**config.mk**
```make
export PLATFORM = sky130hd
export DESIGN_NAME = fpu_issue_sequencer_flat
export DESIGN_NICKNAME = d
export VERILOG_FILES = /design/src/rtl/fpu_issue_sequencer_pkg.sv /design/src/rtl/fpu_issue_sequencer_if.sv /design/src/rtl/fpu_issue_sequencer_wait_counter.sv /design/src/rtl/fpu_issue_sequencer.sv /design/src/flat_wrapper.sv
export SDC_FILE = /design/constraint.sdc
export NUM_CORES = 1
export LEC_CHECK = 0
export ABC_AREA = 0
export ABC_CLOCK_PERIOD_IN_PS = 3100
export BUFFER_PORTS_ARGS = -buffer_cell sky130_fd_sc_hd__buf_2
export CORE_ASPECT_RATIO = 0.7
export CORE_MARGIN = 5
export CORE_UTILIZATION = 35
export CTS_CLUSTER_DIAMETER = 120
export CTS_CLUSTER_SIZE = 14
export DETAILED_ROUTE_END_ITERATION = 8
export PLACE_DENSITY = 0.67
export SETUP_SLACK_MARGIN = 0.1
export SLEW_MARGIN = 5
export SYNTH_ARGS = -nofsm -noshare
export SYNTH_HDL_FRONTEND = slang
export SYNTH_SLANG_ARGS = --single-unit
```
**constraint.sdc**
```tcl
create_clock -name clk -period 3.1 [get_ports clk]
set_input_delay 0.155 -clock clk [delete_from_list [all_inputs] [get_ports clk]]
set_output_delay 0.155 -clock clk [all_outputs]
set_load 0.1 [all_outputs]
```
**src/rtl/fpu_issue_sequencer_pkg.sv**
```systemverilog
// Shared definitions for the FPU issue sequencer: FPU operation codes,
// sequencer states and the default watchdog limit.
package fpu_issue_sequencer_pkg;

  typedef enum logic [1:0] {
    FPU_ADD  = 2'b00,
    FPU_SUB  = 2'b01,
    FPU_MUL  = 2'b10,
    FPU_SQRT = 2'b11
  } fpu_op_e;

  typedef enum logic [1:0] {
    ST_IDLE  = 2'b00,
    ST_ISSUE = 2'b01,
    ST_RESP  = 2'b10,
    ST_FLUSH = 2'b11
  } seq_state_e;

  localparam int unsigned DEFAULT_TIMEOUT_CYCLES = 64;

  // MUL and SQRT run internal state machines that need a flush cycle afterwards.
  function automatic logic is_multicycle(input fpu_op_e op);
    return (op == FPU_MUL) || (op == FPU_SQRT);
  endfunction

endpackage

```
**src/rtl/fpu_issue_sequencer_if.sv**
```systemverilog
// Request, FPU and response signals of the issue sequencer.
// master = the sequencer itself, slave = execute stage / FPU / writeback.
interface fpu_issue_sequencer_if
  import fpu_issue_sequencer_pkg::*;
#(
  parameter int unsigned WIDTH    = 32,
  parameter int unsigned RD_WIDTH = 5
);
  logic                req_valid;
  logic                req_ready;
  fpu_op_e             req_op;
  logic [WIDTH-1:0]    req_operand_1;
  logic [WIDTH-1:0]    req_operand_2;
  logic [RD_WIDTH-1:0] req_rd;

  logic [WIDTH-1:0]    fpu_operand_1;
  logic [WIDTH-1:0]    fpu_operand_2;
  fpu_op_e             fpu_operation;
  logic [WIDTH-1:0]    fpu_result;
  logic                fpu_ready;

  logic                rsp_valid;
  logic                rsp_ready;
  logic [WIDTH-1:0]    rsp_result;
  logic [RD_WIDTH-1:0] rsp_rd;
  logic                rsp_error;

  logic                busy;

  modport master (
    input  req_valid, req_op, req_operand_1, req_operand_2, req_rd,
    output req_ready,
    output fpu_operand_1, fpu_operand_2, fpu_operation,
    input  fpu_result, fpu_ready,
    output rsp_valid, rsp_result, rsp_rd, rsp_error,
    input  rsp_ready,
    output busy
  );

  modport slave (
    output req_valid, req_op, req_operand_1, req_operand_2, req_rd,
    input  req_ready,
    input  fpu_operand_1, fpu_operand_2, fpu_operation,
    output fpu_result, fpu_ready,
    input  rsp_valid, rsp_result, rsp_rd, rsp_error,
    output rsp_ready,
    input  busy
  );

endinterface

```
**src/rtl/fpu_issue_sequencer_wait_counter.sv**
```systemverilog
// fpu_wait_counter: clearable saturating up-counter; o_expired marks the
// LIMIT-th enabled cycle since the last clear.
module fpu_wait_counter
  import fpu_issue_sequencer_pkg::*;
#(
  parameter int unsigned LIMIT = DEFAULT_TIMEOUT_CYCLES
) (
  input  logic clk,
  input  logic reset,
  input  logic i_clear,
  input  logic i_enable,
  output logic o_expired
);
  localparam int unsigned   CW   = $clog2(LIMIT + 1);
  localparam logic [CW-1:0] LAST = CW'(LIMIT - 1);

  logic [CW-1:0] r_count;

  always_ff @(posedge clk or posedge reset) begin
    if (reset) begin
      r_count <= '0;
    end else if (i_clear) begin
      r_count <= '0;
    end else if (i_enable && !o_expired) begin
      r_count <= r_count + 1'b1;
    end
  end

  assign o_expired = (r_count == LAST);

endmodule

```
**src/rtl/fpu_issue_sequencer.sv**
```systemverilog
// Initiator side of the fixed-point unit: issues one request, waits for the FPU,
// returns the result, flushes after MUL/SQRT. Optional watchdog: FPU_TIMEOUT_EN.
module fpu_issue_sequencer
  import fpu_issue_sequencer_pkg::*;
#(
  parameter int unsigned WIDTH          = 32,
  parameter int unsigned RD_WIDTH       = 5,
  parameter int unsigned TIMEOUT_CYCLES = DEFAULT_TIMEOUT_CYCLES
) (
  input logic                  clk,
  input logic                  reset,
  fpu_issue_sequencer_if.master bus
);

  seq_state_e          r_state;
  fpu_op_e             r_op;
  fpu_op_e             r_fpu_operation;
  logic [WIDTH-1:0]    r_operand_1;
  logic [WIDTH-1:0]    r_operand_2;
  logic [WIDTH-1:0]    r_rsp_result;
  logic [RD_WIDTH-1:0] r_rd;
  logic                r_req_ready;
  logic                r_rsp_valid;
  logic                r_busy;
  logic                r_first_issue;

  logic w_accept;
  logic w_fpu_done;
  logic w_timeout;
  logic w_timed_out;

  assign w_accept   = (r_state == ST_IDLE) && bus.req_valid && r_req_ready;
  // A multi-cycle unit may still show ready from its previous operation.
  assign w_fpu_done = bus.fpu_ready && !(r_first_issue && is_multicycle(r_op));

`ifdef FPU_TIMEOUT_EN
  logic r_rsp_error;
  logic r_timed_out;

  fpu_wait_counter #(
    .LIMIT (TIMEOUT_CYCLES)
  ) u_wait_counter (
    .clk       (clk),
    .reset     (reset),
    .i_clear   (w_accept),
    .i_enable  (r_state == ST_ISSUE),
    .o_expired (w_timeout)
  );

  always_ff @(posedge clk or posedge reset) begin
    if (reset) begin
      r_rsp_error <= 1'b0;
      r_timed_out <= 1'b0;
    end else if (w_accept) begin
      r_rsp_error <= 1'b0;
      r_timed_out <= 1'b0;
    end else if ((r_state == ST_ISSUE) && !w_fpu_done && w_timeout) begin
      r_rsp_error <= 1'b1;
      r_timed_out <= 1'b1;
    end
  end

  assign bus.rsp_error = r_rsp_error;
  assign w_timed_out   = r_timed_out;
`else
  logic [31:0] w_unused_timeout;

  assign w_unused_timeout = TIMEOUT_CYCLES;
  assign w_timeout        = 1'b0;
  assign w_timed_out      = 1'b0;
  assign bus.rsp_error    = 1'b0;
`endif

  // NOTE: every state register uses <= so all of them update from the same
  // pre-edge values; a blocking = here would leak new values into later lines.
  always_ff @(posedge clk or posedge reset) begin
    if (reset) begin
      r_state         <= ST_IDLE;
      r_op            <= FPU_ADD;
      r_fpu_operation <= FPU_ADD;
      r_operand_1     <= '0;
      r_operand_2     <= '0;
      r_rsp_result    <= '0;
      r_rd            <= '0;
      r_req_ready     <= 1'b1;
      r_rsp_valid     <= 1'b0;
      r_busy          <= 1'b0;
      r_first_issue   <= 1'b0;
    end else begin
      case (r_state)
        ST_IDLE: begin
          if (w_accept) begin
            r_op            <= bus.req_op;
            r_fpu_operation <= bus.req_op;
            r_operand_1     <= bus.req_operand_1;
            r_operand_2     <= bus.req_operand_2;
            r_rd            <= bus.req_rd;
            r_first_issue   <= 1'b1;
            r_req_ready     <= 1'b0;
            r_busy          <= 1'b1;
            r_state         <= ST_ISSUE;
          end
        end
        ST_ISSUE: begin
          r_first_issue <= 1'b0;
          if (w_fpu_done) begin
            r_rsp_result <= bus.fpu_result;
            r_rsp_valid  <= 1'b1;
            r_state      <= ST_RESP;
          end else if (w_timeout) begin
            r_rsp_result <= '0;
            r_rsp_valid  <= 1'b1;
            r_state      <= ST_RESP;
          end
        end
        ST_RESP: begin
          if (bus.rsp_ready) begin
            r_rsp_valid     <= 1'b0;
            r_fpu_operation <= FPU_ADD;
            if (is_multicycle(r_op) || w_timed_out) begin
              r_state <= ST_FLUSH;
            end else begin
              r_req_ready <= 1'b1;
              r_busy      <= 1'b0;
              r_state     <= ST_IDLE;
            end
          end
        end
        ST_FLUSH: begin
          r_req_ready <= 1'b1;
          r_busy      <= 1'b0;
          r_state     <= ST_IDLE;
        end
        default: r_state <= ST_IDLE;
      endcase
    end
  end

  assign bus.req_ready     = r_req_ready;
  assign bus.fpu_operand_1 = r_operand_1;
  assign bus.fpu_operand_2 = r_operand_2;
  assign bus.fpu_operation = r_fpu_operation;
  assign bus.rsp_valid     = r_rsp_valid;
  assign bus.rsp_result    = r_rsp_result;
  assign bus.rsp_rd        = r_rd;
  assign bus.busy          = r_busy;

endmodule

```
**src/flat_wrapper.sv**
```systemverilog
// flat-port wrapper written by rule: the top's interface ports become plain ports
module fpu_issue_sequencer_flat import fpu_issue_sequencer_pkg::*;
#(
  parameter int unsigned WIDTH          = 32,
  parameter int unsigned RD_WIDTH       = 5,
  parameter int unsigned TIMEOUT_CYCLES = DEFAULT_TIMEOUT_CYCLES
)
  (clk, reset, bus_req_valid, bus_req_op, bus_req_operand_1, bus_req_operand_2, bus_req_rd, bus_req_ready, bus_fpu_operand_1, bus_fpu_operand_2, bus_fpu_operation, bus_fpu_result, bus_fpu_ready, bus_rsp_valid, bus_rsp_result, bus_rsp_rd, bus_rsp_error, bus_rsp_ready, bus_busy);
  fpu_issue_sequencer_if #(.WIDTH(WIDTH), .RD_WIDTH(RD_WIDTH)) bus_i ();
  input logic clk;
  input logic reset;
  input wire logic [$bits(bus_i.req_valid)-1:0] bus_req_valid;
  input wire logic [$bits(bus_i.req_op)-1:0] bus_req_op;
  input wire logic [$bits(bus_i.req_operand_1)-1:0] bus_req_operand_1;
  input wire logic [$bits(bus_i.req_operand_2)-1:0] bus_req_operand_2;
  input wire logic [$bits(bus_i.req_rd)-1:0] bus_req_rd;
  output wire logic [$bits(bus_i.req_ready)-1:0] bus_req_ready;
  output wire logic [$bits(bus_i.fpu_operand_1)-1:0] bus_fpu_operand_1;
  output wire logic [$bits(bus_i.fpu_operand_2)-1:0] bus_fpu_operand_2;
  output wire logic [$bits(bus_i.fpu_operation)-1:0] bus_fpu_operation;
  input wire logic [$bits(bus_i.fpu_result)-1:0] bus_fpu_result;
  input wire logic [$bits(bus_i.fpu_ready)-1:0] bus_fpu_ready;
  output wire logic [$bits(bus_i.rsp_valid)-1:0] bus_rsp_valid;
  output wire logic [$bits(bus_i.rsp_result)-1:0] bus_rsp_result;
  output wire logic [$bits(bus_i.rsp_rd)-1:0] bus_rsp_rd;
  output wire logic [$bits(bus_i.rsp_error)-1:0] bus_rsp_error;
  input wire logic [$bits(bus_i.rsp_ready)-1:0] bus_rsp_ready;
  output wire logic [$bits(bus_i.busy)-1:0] bus_busy;
  assign bus_i.req_valid = bus_req_valid;
  assign bus_i.req_op = bus_req_op;
  assign bus_i.req_operand_1 = bus_req_operand_1;
  assign bus_i.req_operand_2 = bus_req_operand_2;
  assign bus_i.req_rd = bus_req_rd;
  assign bus_req_ready = bus_i.req_ready;
  assign bus_fpu_operand_1 = bus_i.fpu_operand_1;
  assign bus_fpu_operand_2 = bus_i.fpu_operand_2;
  assign bus_fpu_operation = bus_i.fpu_operation;
  assign bus_i.fpu_result = bus_fpu_result;
  assign bus_i.fpu_ready = bus_fpu_ready;
  assign bus_rsp_valid = bus_i.rsp_valid;
  assign bus_rsp_result = bus_i.rsp_result;
  assign bus_rsp_rd = bus_i.rsp_rd;
  assign bus_rsp_error = bus_i.rsp_error;
  assign bus_i.rsp_ready = bus_rsp_ready;
  assign bus_busy = bus_i.busy;
  fpu_issue_sequencer #(.WIDTH(WIDTH), .RD_WIDTH(RD_WIDTH), .TIMEOUT_CYCLES(TIMEOUT_CYCLES)) u_core (.clk(clk), .reset(reset), .bus(bus_i));
endmodule
```
==> run_results.csv <==
group,metric,value,unit
detailed_routing,met2_length,4910,µm
detailed_routing,drtPass1Iterations,5,
global_routing,antenna_found_initial,0,
cts,cts_hold_buf,1,
worst_setup_path,r2r-end,"u_core.bus.fpu_operand_1[16]",
finish,syn2layout_area_growth,36.5,%
detailed_routing,drc_errors,0,
synthesis,synthCells,251,
timing,fmax,497,MHz
synthesis,avgSynthCellArea,16.6,µm²
finish,drive_gt1_frac,0.716,
worst_setup_path,arrival,2240,ps
timing,period_needed,2010,ps
placed_design,place.gp.congestion,0.788,
min_path,min_path_type,"in2reg",
die,initial_core_util,0.357,
min_path,holdPathEnd,"u_core.bus.fpu_operand_1[0]",
worst_setup_path,cp_num_buf_inv,1,
timing,finClkSkew,6.62,ps
timing,slew_violations,0,
cts,worstSkewPairLatency,340,ps
die,die_h,101,µm
die,dieArea,14200,µm²
synthesis,yosys.area.top_type,"dfrtp_1",
worst_setup_path,critPathTopFamily,"simple AND/OR/NAND/NOR gates",
synthesis,synthesis.nets,359,
synthesis,synth_seq_cells,110,
die,die_x,140,µm
cts,cts_buffers,9,
min_path,hold_depth,2,
cts,cts_tree,"done",
worst_setup_path,cp-start-kind,"register",
timing,min_period_over_period,0.649,
run_status,status,"completed",
detailed_routing,wirelength,9970,µm
synthesis,synth_top_area_frac,0.654,
worst_setup_path,crit_fanout,49,
detailed_routing,drt-vias-per-instance,4.59,
worst_setup_path,crit_type,"reg2reg",
timing,rsz0062_at_grt,"false",
synthesis,synth.distinct_cells,22,
run,cap_violations,0,
worst_setup_path,endpoint_kind,"register",
die,rows,33,
worst_setup_path,cp.depth,3,
synthesis,syn_area,4170,µm²
worst_setup_path,critPathRequiredTime,3320,ps
detailed_routing,drtIter0Drc,66,
finish,fin_nets,575,
worst_setup_path,reg2reg_slack,1090,ps
timing,setup_viol,0,
placed_design,post-dp-hpwl,7630,µm
finish,n_antenna_cell,0,
cts,cts-root-buf,"clkbuf_16",
die,boundaryPins,215,
worst_setup_path,crit_chain,"and4bb_4, buf_12, mux2_2",
global_routing,grt_pass1_vias,3202,
cts,post_cts_buffers,0,
min_path,hold_start,"bus_req_operand_1[0]",
worst_setup_path,reg2reg_depth,3,
worst_setup_path,r2r_start,"u_core.r_state[1]",
cts,max-clock-path-buffers,2,
cts,cts.clk_slew.worst_paths,70,ps
finish,regArea,2750,µm²
global_routing,grt.total_usage,0.142,
global_routing,grt_first_pass_wirelength,16100,µm
detailed_routing,drt-met1-wl,4020,µm
detailed_routing,via_count,2886,
detailed_routing,antenna_left,0,
synthesis,synth_sequential_area_ratio,0.660,
timing,final.setup.tns,0,ps
synthesis,ys.warnings.count,0,
detailed_routing,routed-wl-met3,952,µm
worst_setup_path,crit_slowest_cell,"and4bb_4",
cts,post_cts_resized,0,
worst_setup_path,critPathMaxStageDelay,670,ps
detailed_routing,wire_per_inst,15.9,µm
global_routing,overflow,0,
cts,cts_max_level,3,
cts,cts.sinks,110,
global_routing,grt_start_max_net_pins,57,
synthesis,synthTopCellsByArea,"dfrtp_1, mux2_2, buf_6, dfstp_2, buf_2",
die,core,11700,µm²
finish,multiInputGateArea,1300,µm²
placed_design,portBuffers,213,
detailed_routing,routed.top_layer,"met4",
timing,hold_violations,0,
finish,n_fill_cell,1050,
-- synth_stat cells --
library cell	number
nand2_1	3
dfstp_2	1
conb_1	1
o31ai_1	2
inv_1	3
o21a_1	1
o22a_1	1
a2bb2oi_1	1
buf_4	2
and3_1	1
o21ai_0	3
nor2b_1	2
buf_6	6
a31oi_1	1
a21boi_0	1
a22o_1	2
nor2_1	2
and4bb_2	1
and3b_1	1
dfrtp_1	109
buf_2	5
mux2_2	102
-- how the worst max path moves through the flow --
| stage | slack (ps) | from | end |
|---|---|---|---|
| floorplan | 1180 | u_core.bus.req_ready | u_core.bus.fpu_operand_1[15] |
| global placement | 1170 | u_core.r_state[1] | u_core.bus.fpu_operand_2[12] |
| detailed placement | 1100 | u_core.r_state[1] | u_core.bus.fpu_operand_1[16] |
| CTS | 1090 | u_core.r_state[1] | u_core.bus.fpu_operand_1[16] |
| global route | 1010 | u_core.r_state[1] | u_core.bus.fpu_operand_1[4] |
| finish | 1090 | u_core.r_state[1] | u_core.bus.fpu_operand_1[16] |
-- layer usage --
metal	vias to the layer above	track usage
li1	1319	-
met4	0	0.0365
met3	11	0.0576
met1	1423	0.168
met5	-	0
met2	133	0.243
-- through the flow --
step / setup slack, ps / util / hold WS, ps / std cells / cell area, µm²
after global placement: 1170 / 0.461 / 191 / 612 / 5390
after CTS: 1090 / 0.487 / 24.2 / 629 / 5690
final: 1090 / 0.487 / 39.3 / 629 / 5690
after floorplan: 1180 / - / 295 / 251 / 4170
after global routing: 1010 / 0.487 / 25.9 / 629 / 5690
after detailed placement: 1100 / 0.461 / 195 / 612 / 5390
-- state kept, by name (all words and copies together) (netlist names) --
signal	cells
u_core.bus.fpu_operand_1	32
u_core.r_state	2
u_core.r_first_issue	1
u_core.bus.rsp_result	32
u_core.bus.req_ready	1
u_core.bus.fpu_operation	2
u_core.bus.busy	1
u_core.bus.fpu_operand_2	32
u_core.bus.rsp_valid	1
u_core.bus.rsp_rd	5
u_core.r_op	1
-- cells in the final DEF (no fill, tap or decap) --
cell type / netlist / final
clkbuf_16: 0 / 9
o22a_1: 1 / 1
clkinv_4: 0 / 1
a2bb2oi_1: 1 / 1
clkinv_2: 0 / 3
buf_12: 0 / 2
dlygate4sd3_1: 0 / 1
and3_1: 1 / 1
inv_1: 3 / 2
conb_1: 1 / 1
buf_2: 5 / 213
a31oi_1: 1 / 1
and3b_1: 1 / 1
nand2_1: 3 / 3
clkinvlp_4: 0 / 1
nor2b_1: 2 / 2
mux2_2: 102 / 102
o21a_1: 1 / 1
a21boi_0: 1 / 1
o31ai_1: 2 / 2
and4bb_4: 0 / 1
o21ai_0: 3 / 3
buf_4: 2 / 2
a22o_1: 2 / 2
inv_6: 0 / 2
dfstp_2: 1 / 1
dfrtp_1: 109 / 109
bufinv_16: 0 / 1
nor2_1: 2 / 2
-- kinds of logic after synthesis --
kind of cell,synth area share
AOI/OAI and AO/OA,0.0207
muxes,0.275
and+or+nand+nor,0.0141
DFF,0.660
other,0.000899
buffers and inverters,0.0285
-- final cells by class --
type	count	area share
multi-input combinational	125	0.229
inverter	3	0.00264
tap	157	0.0345
timing repair buffer	218	0.199
clock inverter	7	0.0125
sequential	110	0.484
clock buffer	9	0.0396
Power is left out: the tool's default activity adds up to more than one toggle a clock period on the data nets, which glitch-free logic cannot reach.
